File: src/rtl/dmem_port_arbiter.sv
// Two-requester arbiter for the single-port data RAM: the CPU has priority, the display is
// served after MAX_WAIT denials. Optional perf counters are enabled by the ARB_PERF_CNT_EN macro.
module dmem_port_arbiter #(
    parameter int DATA_W   = 18,
    parameter int ADDR_W   = 16,
    parameter int MAX_WAIT = 4
) (
    input  logic              clk,
    input  logic              rst,
    input  logic              cpu_req,
    input  logic              cpu_we,
    input  logic [ADDR_W-1:0] cpu_addr,
    input  logic [DATA_W-1:0] cpu_wdata,
    output logic              cpu_stall,
    output logic              cpu_rvalid,
    output logic [DATA_W-1:0] cpu_rdata,
    input  logic              disp_req,
    input  logic [ADDR_W-1:0] disp_addr,
    output logic              disp_gnt,
    output logic              disp_rvalid,
    output logic [DATA_W-1:0] disp_rdata,
    output logic              mem_en,
    output logic              mem_we,
    output logic [ADDR_W-1:0] mem_addr,
    output logic [DATA_W-1:0] mem_wdata,
    input  logic [DATA_W-1:0] mem_rdata
`ifdef ARB_PERF_CNT_EN
    ,
    output logic [15:0]       perf_stall_cnt,
    output logic [15:0]       perf_force_cnt
`endif
);

    localparam logic [1:0] RET_NONE = 2'd0;
    localparam logic [1:0] RET_CPU  = 2'd1;
    localparam logic [1:0] RET_DISP = 2'd2;

    localparam logic [3:0] MAX_WAIT_C = 4'(MAX_WAIT);

    logic [3:0] wait_cnt_reg, wait_cnt_next;
    logic [1:0] ret_state_reg, ret_state_next;
    logic       force_disp;
    logic       disp_win;
    logic       cpu_gnt;

    always_comb begin
        force_disp = disp_req & (wait_cnt_reg == MAX_WAIT_C);
        disp_win   = force_disp | (disp_req & ~cpu_req);
        cpu_gnt    = cpu_req & ~disp_win;
    end

    assign cpu_stall = cpu_req & ~cpu_gnt;
    assign disp_gnt  = disp_req & disp_win;

    // Display accesses are always reads; everything drops to zero when nobody is granted.
    always_comb begin
        mem_en    = cpu_gnt | disp_gnt;
        mem_we    = cpu_gnt & cpu_we;
        mem_addr  = '0;
        mem_wdata = '0;
        if (cpu_gnt) begin
            mem_addr = cpu_addr;
            if (cpu_we) begin
                mem_wdata = cpu_wdata;
            end
        end else if (disp_gnt) begin
            mem_addr = disp_addr;
        end
    end

    always_comb begin
        wait_cnt_next = wait_cnt_reg;
        if (!disp_req || disp_gnt) begin
            wait_cnt_next = 4'd0;
        end else if (wait_cnt_reg < MAX_WAIT_C) begin
            wait_cnt_next = wait_cnt_reg + 4'd1;
        end
    end

    always_comb begin
        ret_state_next = RET_NONE;
        if (cpu_gnt && !cpu_we) begin
            ret_state_next = RET_CPU;
        end else if (disp_gnt) begin
            ret_state_next = RET_DISP;
        end
    end

    always_ff @(posedge clk) begin
        if (rst) begin
            wait_cnt_reg  <= 4'd0;
            ret_state_reg <= RET_NONE;
        end else begin
            wait_cnt_reg  <= wait_cnt_next;
            ret_state_reg <= ret_state_next;
        end
    end

    // Gating with rst drops a read whose return cycle coincides with reset.
    assign cpu_rvalid  = (ret_state_reg == RET_CPU) & ~rst;
    assign disp_rvalid = (ret_state_reg == RET_DISP) & ~rst;
    assign cpu_rdata   = cpu_rvalid ? mem_rdata : '0;
    assign disp_rdata  = disp_rvalid ? mem_rdata : '0;

`ifdef ARB_PERF_CNT_EN
    logic [1:0]  perf_inc;
    logic [15:0] perf_cnt_reg [2];

    assign perf_inc[0] = cpu_stall;
    assign perf_inc[1] = force_disp;

    generate
        for (genvar gi = 0; gi < 2; gi++) begin : g_perf
            always_ff @(posedge clk) begin
                if (rst) begin
                    perf_cnt_reg[gi] <= 16'd0;
                end else if (perf_inc[gi] && perf_cnt_reg[gi] != 16'hFFFF) begin
                    perf_cnt_reg[gi] <= perf_cnt_reg[gi] + 16'd1;
                end
            end
        end
    endgenerate

    assign perf_stall_cnt = perf_cnt_reg[0];
    assign perf_force_cnt = perf_cnt_reg[1];
`endif

endmodule

File: config.mk
export PLATFORM = sky130hd
export DESIGN_NAME = dmem_port_arbiter
export DESIGN_NICKNAME = d
export VERILOG_FILES = /design/src/rtl/dmem_port_arbiter.sv
export SDC_FILE = /design/constraint.sdc
export NUM_CORES = 1
export LEC_CHECK = 0
export ABC_AREA = 1
export CELL_PAD_IN_SITES_DETAIL_PLACEMENT = 1
export CELL_PAD_IN_SITES_GLOBAL_PLACEMENT = 2
export CORE_AREA = 5 5 99 119
export CTS_CLUSTER_SIZE = 8
export DETAILED_ROUTE_END_ITERATION = 8
export DIE_AREA = 0 0 104 124
export GPL_TIMING_DRIVEN = 1
export HOLD_SLACK_MARGIN = 0.06
export PLACE_DENSITY_LB_ADDON = 0.25
export SYNTH_ARGS = -nofsm -noshare
export SYNTH_HDL_FRONTEND = slang
export SYNTH_SLANG_ARGS = --single-unit
File: constraint.sdc
create_clock -name clk -period 1.9 [get_ports clk]
set_input_delay 0.475 -clock clk [delete_from_list [all_inputs] [get_ports clk]]
set_output_delay 0.475 -clock clk [all_outputs]
set_load 0.1 [all_outputs]
# Word-level counts from Yosys, hierarchy flattened
# Cells that the tools add are included.
# W data, S select, Z words.
# totals
ff_bits,6
latch_bits,0
ram_bits,0
romBits,0
inputBits,73
output_inout_bits,76
wordCells,36
n_memories,0
# classes
addsub,1
n_mul,0
n_div,0
order_cmp,1
n_eq_ne,3
n_shift,0
mux,8
bitwise,14
reduce_logical,6
# op_table
cell,count
$mux W18,4
$mux W16,2
$and A1 B1 Y1,8
$add A4 B1 Y4 const B,1
$eq A4 B3 Y1 const B,1
$lt A4 B3 Y1 const B,1
$not A1 Y1,4
$reduce_or A2 Y1,2
$eq A2 B1 Y1 const B,1
$eq A2 B2 Y1 const B,1
$logic_not A1 Y1,2
$mux W2,1
$or A1 B1 Y1,2
$logic_and A1 B1 Y1,1
$logic_or A1 B1 Y1,1
$mux W1,1

# Logic depth before layout (Yosys ltp)
# Gate-level depths: netlist (run 1).
# depth
ltp_word,7
ltp_mapped,8
depth_no_buf,7

# Worst setup path after synthesis (run 1)
# Ideal clock, no wire load.
# synth_timing
path_type,register to output
start,reg wait_cnt_reg[0]
end,out mem_wdata[0]
t_arrival_ns,2.360
required_ns,1.425
path_slack_ns,-0.935
path_stages_with_launch,9
path_buffers,1
cell_sequence,dfxtp_1 -> inv_1 -> ha_1 -> nand3_2 -> nand2_4 -> nand2_4 -> nand2_8 -> buf_8 -> nor2_1
# synth_between
elab_chain_cells,6
# synth_lines
item,line,rtl
"start, declared",40,"logic [3:0] wait_cnt_reg, wait_cnt_next;"
"start signal, assigned",94,wait_cnt_reg <= wait_cnt_next;
$eq A4 B3 Y1,47,force_disp = disp_req & (wait_cnt_reg == MAX_WAIT_C);
$and A1 B1 Y1,47,
$or A1 B1 Y1,48,disp_win = force_disp | (disp_req & ~cpu_req);
$not A1 Y1,49,cpu_gnt = cpu_req & ~disp_win;
$and A1 B1 Y1,49,
$mux W18,61,if (cpu_gnt) begin
"end, declared",25,"output logic [DATA_W-1:0] mem_wdata,"
# No other way between the ends.

# Worst setup path after layout (run 1)
# layout_timing
start,reg wait_cnt_reg[1]
end,out cpu_stall
# layout_between
elab_chain_cells,7
# layout_lines
item,line,rtl
$eq A4 B3 Y1,47,
$and A1 B1 Y1,47,
$or A1 B1 Y1,48,
$not A1 Y1,49,
$and A1 B1 Y1,49,
$not A1 Y1,52,assign cpu_stall = cpu_req & ~cpu_gnt;
$and A1 B1 Y1,52,
"end, declared",14,"output logic cpu_stall,"
# No other way between the ends.

==> flow_metrics.tcl, run 1 <==
set metrics [dict create \
    drc_errors 0 \
    synth_fp_nets 268 \
    yosysTopAreaCell "nor2_1" \
    register_area_sq_um 124 \
    cts_buffer_depth 2 \
    die_h_microns 124 \
    htreeDepth 1 \
    port_buffers 148 \
    tightest_slew_ns 0.255 \
    dp_slack_ns -0.460 \
    wl_mm 7.25 \
    max_freq_mhz 490 \
    clock-root-buffer "clkbuf_16" \
    drtPass1Iterations 2 \
    sw_frac_of_total 0.469 \
    rrSetupSlack_ns 0.70 \
    placeableCoreArea_sq_um 10500 \
    intPower_uw 868 \
    start_util 0.0971 \
    cp.arrival_ns 1.56 \
    drv_cap 0 \
    die_x_microns 104 \
    p_switching_uw 766 \
    slowest_delay_ns 0.31 \
    crit_slowest_cell "dfxtp_2" \
    layout_setup_ws_ns -0.139 \
    rsz0062_at_grt "true" \
    power.leakage_uw 0.00174 \
    dp.final_hpwl_mm 5.93 \
    grt_max_degree 17 \
    fin_nets 445 \
    p_per_area_nw_per_um2 366 \
    finalSetupViolations 38 \
    cp_top_family "simple AND/OR/NAND/NOR gates" \
    synth_area_sq_um 1020 \
    vdd_drop_max_mv 0.199 \
    synth_top_area_share 0.236 \
    hold_viol_final 0 \
    relSlewSlack 0.830 \
    yosys_warnings 0 \
    stdcell_area_sq_um 4470 \
    rows 41 \
    fin_crit_ns 2.04 \
    drt_iter0_drc 39 \
    crit_chain "inv_2, ha_4, nand3_4, nand2_4, nand2_8, buf_8, nor2_4, buf_12" \
    synth_cell_types 20 \
    final.fill_count 1152 \
    setup_tns_ns -3.50 \
    cp_max_fo 5 \
    cts_made_buffers 3 \
    outcome "complete, but fails checks" \
    largest_reg_flops 4 \
    io_pins 149 \
    multi_input_comb_area_sq_um 1350 \
    antenna_left 0 \
    violations "negative setup slack" \
    antenna_found_initial 0 \
    clkPwrFrac 0.206 \
    syn_area_per_cell_sq_um 5.26 \
    p_seq_frac 0.081 \
    slew_viol_final 0 \
    place_area_sq_um 4170 \
    combPwrFrac 0.713 \
    gr-total-overflow 0 \
    wire_per_inst_microns 14.6 \
    clk_pin_slew_worst_paths_ns 0.03 \
    cts_tree "built" \
    synth_area_leaders "nor2_1 (24%), nand2_1 (13%), dfxtp_1 (12%)" \
    dr_total_vias 1962 \
    final_layout_size_suffix_gt1_frac 0.582 \
    grt_pass1_wl_mm 11.8 \
    area_growth_pct 340 \
    crit_path_end_kind "output pin" \
    gp_congestion 0.718 \
    dieArea_sq_um 12900 \
    finClkSkew_ns 0.000547 \
    synth_seq_cells 6 \
    crit_buf_inv 3 \
    grt_pass1_vias 2157 \
    period_share 1.07 \
    vias_per_cell 3.95 \
    clock_sinks 6 \
    ys_seq_area_frac 0.118 \
    syn-instance-count 193 \
    grt_use_total 0.112 \
    antenna_cells 0 \
    start_kind "flip-flop" \
    timing_worst_setup_path_type "reg -> out" \
    clk_latency_ns 0.23 \
    min_path_type "in -> reg" \
    cp.required_ns 1.42 \
]
## synthesized netlist by cell type, drive strengths merged
library cell and number:
nor2 65, nand2 40, inv 28, nand4 19, nand3 18, buf 11
dfxtp 6, a21oi 2, ha 2, clkbuf 1, xor2 1
## worst register-to-register path, cell delays in order (launching register included)
cell,delay (ns)
dfxtp_2,0.31
inv_2,0.07
ha_4,0.17
nand3_4,0.09
nand2_4,0.12
nand2_8,0.12
buf_8,0.16
nor2_1,0.08
## repair_timing
| item | in CTS | in global routing |
|---|---|---|
| pin swaps | 10 | 10 |
| gates cloned | 5 | 1 |
| buffers inserted | 6 | 3 |
| hold buffers | 0 | 0 |
| resized for setup | 30 | 8 |
| endpoints found under the setup margin | 76 | 60 |
## final timing paths
| check | endpoint | cells past startpoint | start |
|---|---|---|---|
| worst min-delay path | ret_state_reg[0] | 3 | rst |
| worst max register to register | ret_state_reg[1] | 7 | wait_cnt_reg[1] |
| worst max-delay path | cpu_stall | 8 | wait_cnt_reg[1] |
| worst min register to register | wait_cnt_reg[3] | 3 | wait_cnt_reg[3] |
## power groups by stage
stage                     registers, uW  clock network [uW]  logic, uW
final                               132                 337       1170
after floorplan                     133                   0        650
after global placement              133                   0       1120
after detailed placement            133                   0       1130
after global routing                132                 350       1210
after CTS                           132                 342       1170
## through the flow
step / std cells / hold WS, ns / utilization / power, uW
after floorplan: 193 / 0.545 / - / 783
after global placement: 482 / 0.558 / 0.398 / 1250
after detailed placement: 482 / 0.584 / 0.398 / 1260
after CTS: 496 / 0.552 / 0.429 / 1640
after global routing: 497 / 0.570 / 0.427 / 1690
final: 497 / 0.558 / 0.427 / 1630
## logic make-up (layout without fill, tap and decap cells)
logic type,Yosys count,in the layout,share of synthesized area
flip-flops,6,6,0.118
buffers and inverters,40,212,0.185
AO/OA/AOI/OAI,2,2,0.00985
AND/OR/NAND/NOR,142,145,0.654
adder cells (fa/ha/maj),2,2,0.0246
XOR/XNOR,1,1,0.00862
## final cells by class
cell class	instances	share of cell area
inverter	28	0.0266
multi-input combinational	150	0.302
clock buffer	3	0.0168
timing repair buffer	181	0.590
sequential	6	0.0277
tap	129	0.0361
## per-layer routing
layer | track usage | wire length (microns)
met4 | 0.0243 | 51
met3 | 0.0461 | 792
met2 | 0.206 | 3830
met1 | 0.120 | 2580
met5 | 0 | 0
## layout by cell type, fill, tap and decap left out, types with 8 or more instances in the layout
| cell type | instances |
|---|---|
| nand3_1 | 13 |
| buf_12 | 85 |
| clkdlybuf4s50_1 | 68 |
| buf_4 | 17 |
| inv_1 | 21 |
| nand2_4 | 13 |
| nor2_1 | 8 |
| nand4_1 | 18 |
| nor2_4 | 57 |
| nand2_1 | 18 |
No activity file was read; power rests on OpenSTA's default activity.
==> run 2: changes to the inputs <==
--- a/config.mk
+++ b/config.mk
@@ -8,10 +8,11 @@
 export ABC_AREA = 1
 export CELL_PAD_IN_SITES_DETAIL_PLACEMENT = 1
 export CELL_PAD_IN_SITES_GLOBAL_PLACEMENT = 2
-export CORE_AREA = 5 5 99 119
+export CORE_AREA = 5 5 137 87
+export CTS_CLUSTER_DIAMETER = 100
 export CTS_CLUSTER_SIZE = 8
 export DETAILED_ROUTE_END_ITERATION = 8
-export DIE_AREA = 0 0 104 124
+export DIE_AREA = 0 0 142 92
 export GPL_TIMING_DRIVEN = 1
 export HOLD_SLACK_MARGIN = 0.06
 export PLACE_DENSITY_LB_ADDON = 0.25
==> run 2 against run 1 <==
Net effect:
- the flow still finishes with violations (negative setup slack)
- wire length rose by 15%
- first-iteration DRC count rose by 33%
- setup slack improved by 0.0033 ns
- flip-flop and latch count did not move
- utilization rose by 4.1 points
- final cell count rose by 6.2%
- critical path depth did not move
- sequential power barely moved
- final area rose by 8.6%
==> flow_metrics.tcl, run 2 (synthesis gave the netlist of run 1 again) <==
set metrics [dict create \
    grt_pass1_vias 2287 \
    crit_chain "inv_2, ha_4, nand3_4, nand2_4, nand2_8, nand2_4, nor2_4, buf_12" \
    max_freq_mhz 491 \
    antenna_left 0 \
    final_layout_size_suffix_gt1_frac 0.643 \
    port_buffers 148 \
    drt_iter0_drc 52 \
    cp.arrival_ns 1.56 \
    final_common_cell "buf_12" \
    violations "negative setup slack" \
    timing_worst_setup_path_type "reg -> out" \
    dr_total_vias 2064 \
    clkPwrFrac 0.200 \
    drc_errors 0 \
    clk_pin_slew_worst_paths_ns 0.03 \
    start_util 0.0979 \
    hold_viol_final 0 \
    grt_use_total 0.127 \
    place_area_sq_um 4300 \
    crit_path_end_kind "output pin" \
    crit_buf_inv 2 \
    slew_viol_final 0 \
    p_seq_frac 0.078 \
    rows 29 \
    dp.final_hpwl_mm 6.78 \
    area_growth_pct 377 \
    dieArea_sq_um 13100 \
    cp.required_ns 1.42 \
    wire_per_inst_microns 15.9 \
    die_x_microns 142 \
    drv_cap 0 \
    clock-root-buffer "clkbuf_16" \
    io_pins 149 \
    outcome "complete, but fails checks" \
    p_per_area_nw_per_um2 348 \
    crit_slowest_cell "dfxtp_2" \
    die_h_microns 92 \
    gp_congestion 0.716 \
    clk_latency_ns 0.23 \
    slowest_delay_ns 0.33 \
    setup_tns_ns -3.92 \
    start_kind "flip-flop" \
    cts_made_buffers 3 \
    grt_pass1_wl_mm 13.2 \
    hold_buffers 0 \
    placeableCoreArea_sq_um 10400 \
    cp_top_family "simple AND/OR/NAND/NOR gates" \
    finalSetupViolations 39 \
    power_uw 1690 \
    wl_mm 8.37 \
    largest_reg_flops 4 \
    p_switching_uw 791 \
    final_cells 528 \
    antenna_cells 0 \
    final_cell_mix "buf_12 (91), clkdlybuf4s50_1 (68), nor2_4 (57)" \
    sw_frac_of_total 0.469 \
    power.leakage_uw 0.00191 \
    path_common_cell "nand2_4" \
    finClkSkew_ns 0.00159 \
    intPower_uw 896 \
    drtPass1Iterations 5 \
    clock_sinks 6 \
    antenna_found_initial 0 \
    stdcell_area_sq_um 4850 \
    cts_buffer_depth 2 \
    fin_crit_ns 2.04 \
    fin_util 0.467 \
    fin_nets 466 \
    layout_setup_ws_ns -0.136 \
    relSlewSlack 0.830 \
    vias_per_cell 3.91 \
    tightest_slew_ns 0.254 \
    period_share 1.07 \
    combPwrFrac 0.721 \
    grt_max_degree 17 \
    cts_tree "built" \
    rsz0062_at_grt "true" \
    htreeDepth 1 \
    min_path_type "in -> reg" \
    cp_max_fo 5 \
    dp_cells 501 \
    vdd_drop_max_mv 0.220 \
    gr-total-overflow 0 \
]
==> run 2: cell types whose count changed in the layout (fill, tap and decap cells not counted), moves of 3 or more <==
| cell | change |
|---|---|
| buf_6 | +3 |
| buf_4 | +11 |
| buf_12 | +6 |
| nand3_1 | -12 |
| nand3_2 | +12 |
==> run 2: power groups by stage <==
stage	Clock, uW	Sequential (uW)	Combinational [uW]
3_5_place_dp	0	133	1150
3_3_place_gp	0	133	1140
2_1_floorplan	0	133	650
6_report	338	132	1220
5_1_grt	359	133	1260
4_1_cts	346	132	1220
==> run 2: final cells by class <==
type | count | area, sq um
Sequential cell | 6 | 126
Tap cell | 139 | 174
Multi-Input combinational cell | 151 | 1440
Fill cell | 1111 | 5530
Timing Repair Buffer | 201 | 2920
Inverter | 28 | 119
Clock buffer | 3 | 75.1
==> run 2: worst paths after layout <==
path / from / endpoint / slack, ns / cells after the start
worst min-delay path: rst / ret_state_reg[0] / 0.51 / 3
worst min register to register: wait_cnt_reg[3] / wait_cnt_reg[3] / 0.61 / 3
worst max-delay path: wait_cnt_reg[0] / mem_wdata[15] / -0.14 / 8
worst max register to register: wait_cnt_reg[0] / ret_state_reg[0] / -0.09 / 14
==> run 2: stage by stage <==
stage	hold WS [ns]	worst slack [ns]
finish	0.509	-0.136
global route	0.510	-0.189
CTS	0.570	-0.124
detailed placement	0.589	-0.488
global placement	0.563	-0.468
floorplan	0.545	-0.207
==> run 2: per-layer routing <==
layer	track usage	share of wire	vias up
met3	0.0286	0.063	4
met2	0.224	0.51	72
met1	0.163	0.42	989
met4	0.0120	0.0074	0
li1	-	-	999
met5	0	0	-
==> run 2: repair_timing <==
| item | in CTS | in global routing |
|---|---|---|
| setup endpoints to repair | 76 | 57 |
| pin swaps | 21 | 13 |
| buffers inserted | 16 | 3 |
| resized for setup | 49 | 13 |
| cloned | 7 | 0 |
==> run 2: tightest hold or removal path: cells and delay by family <==
| family | cells | cell delay [ns] |
|---|---|---|
| buf+inv | 2 | 0.19 |
| simple gates | 1 | 0.03 |
==> run 3: changes to the inputs <==
--- a/config.mk
+++ b/config.mk
@@ -10,7 +10,7 @@
 export CELL_PAD_IN_SITES_GLOBAL_PLACEMENT = 2
 export CORE_AREA = 5 5 137 87
 export CTS_CLUSTER_DIAMETER = 100
-export CTS_CLUSTER_SIZE = 8
+export CTS_CLUSTER_SIZE = 28
 export DETAILED_ROUTE_END_ITERATION = 8
 export DIE_AREA = 0 0 142 92
 export GPL_TIMING_DRIVEN = 1
==> results of run 3 <==
The final DEF is identical to that of run 2; final timing and power are the same.
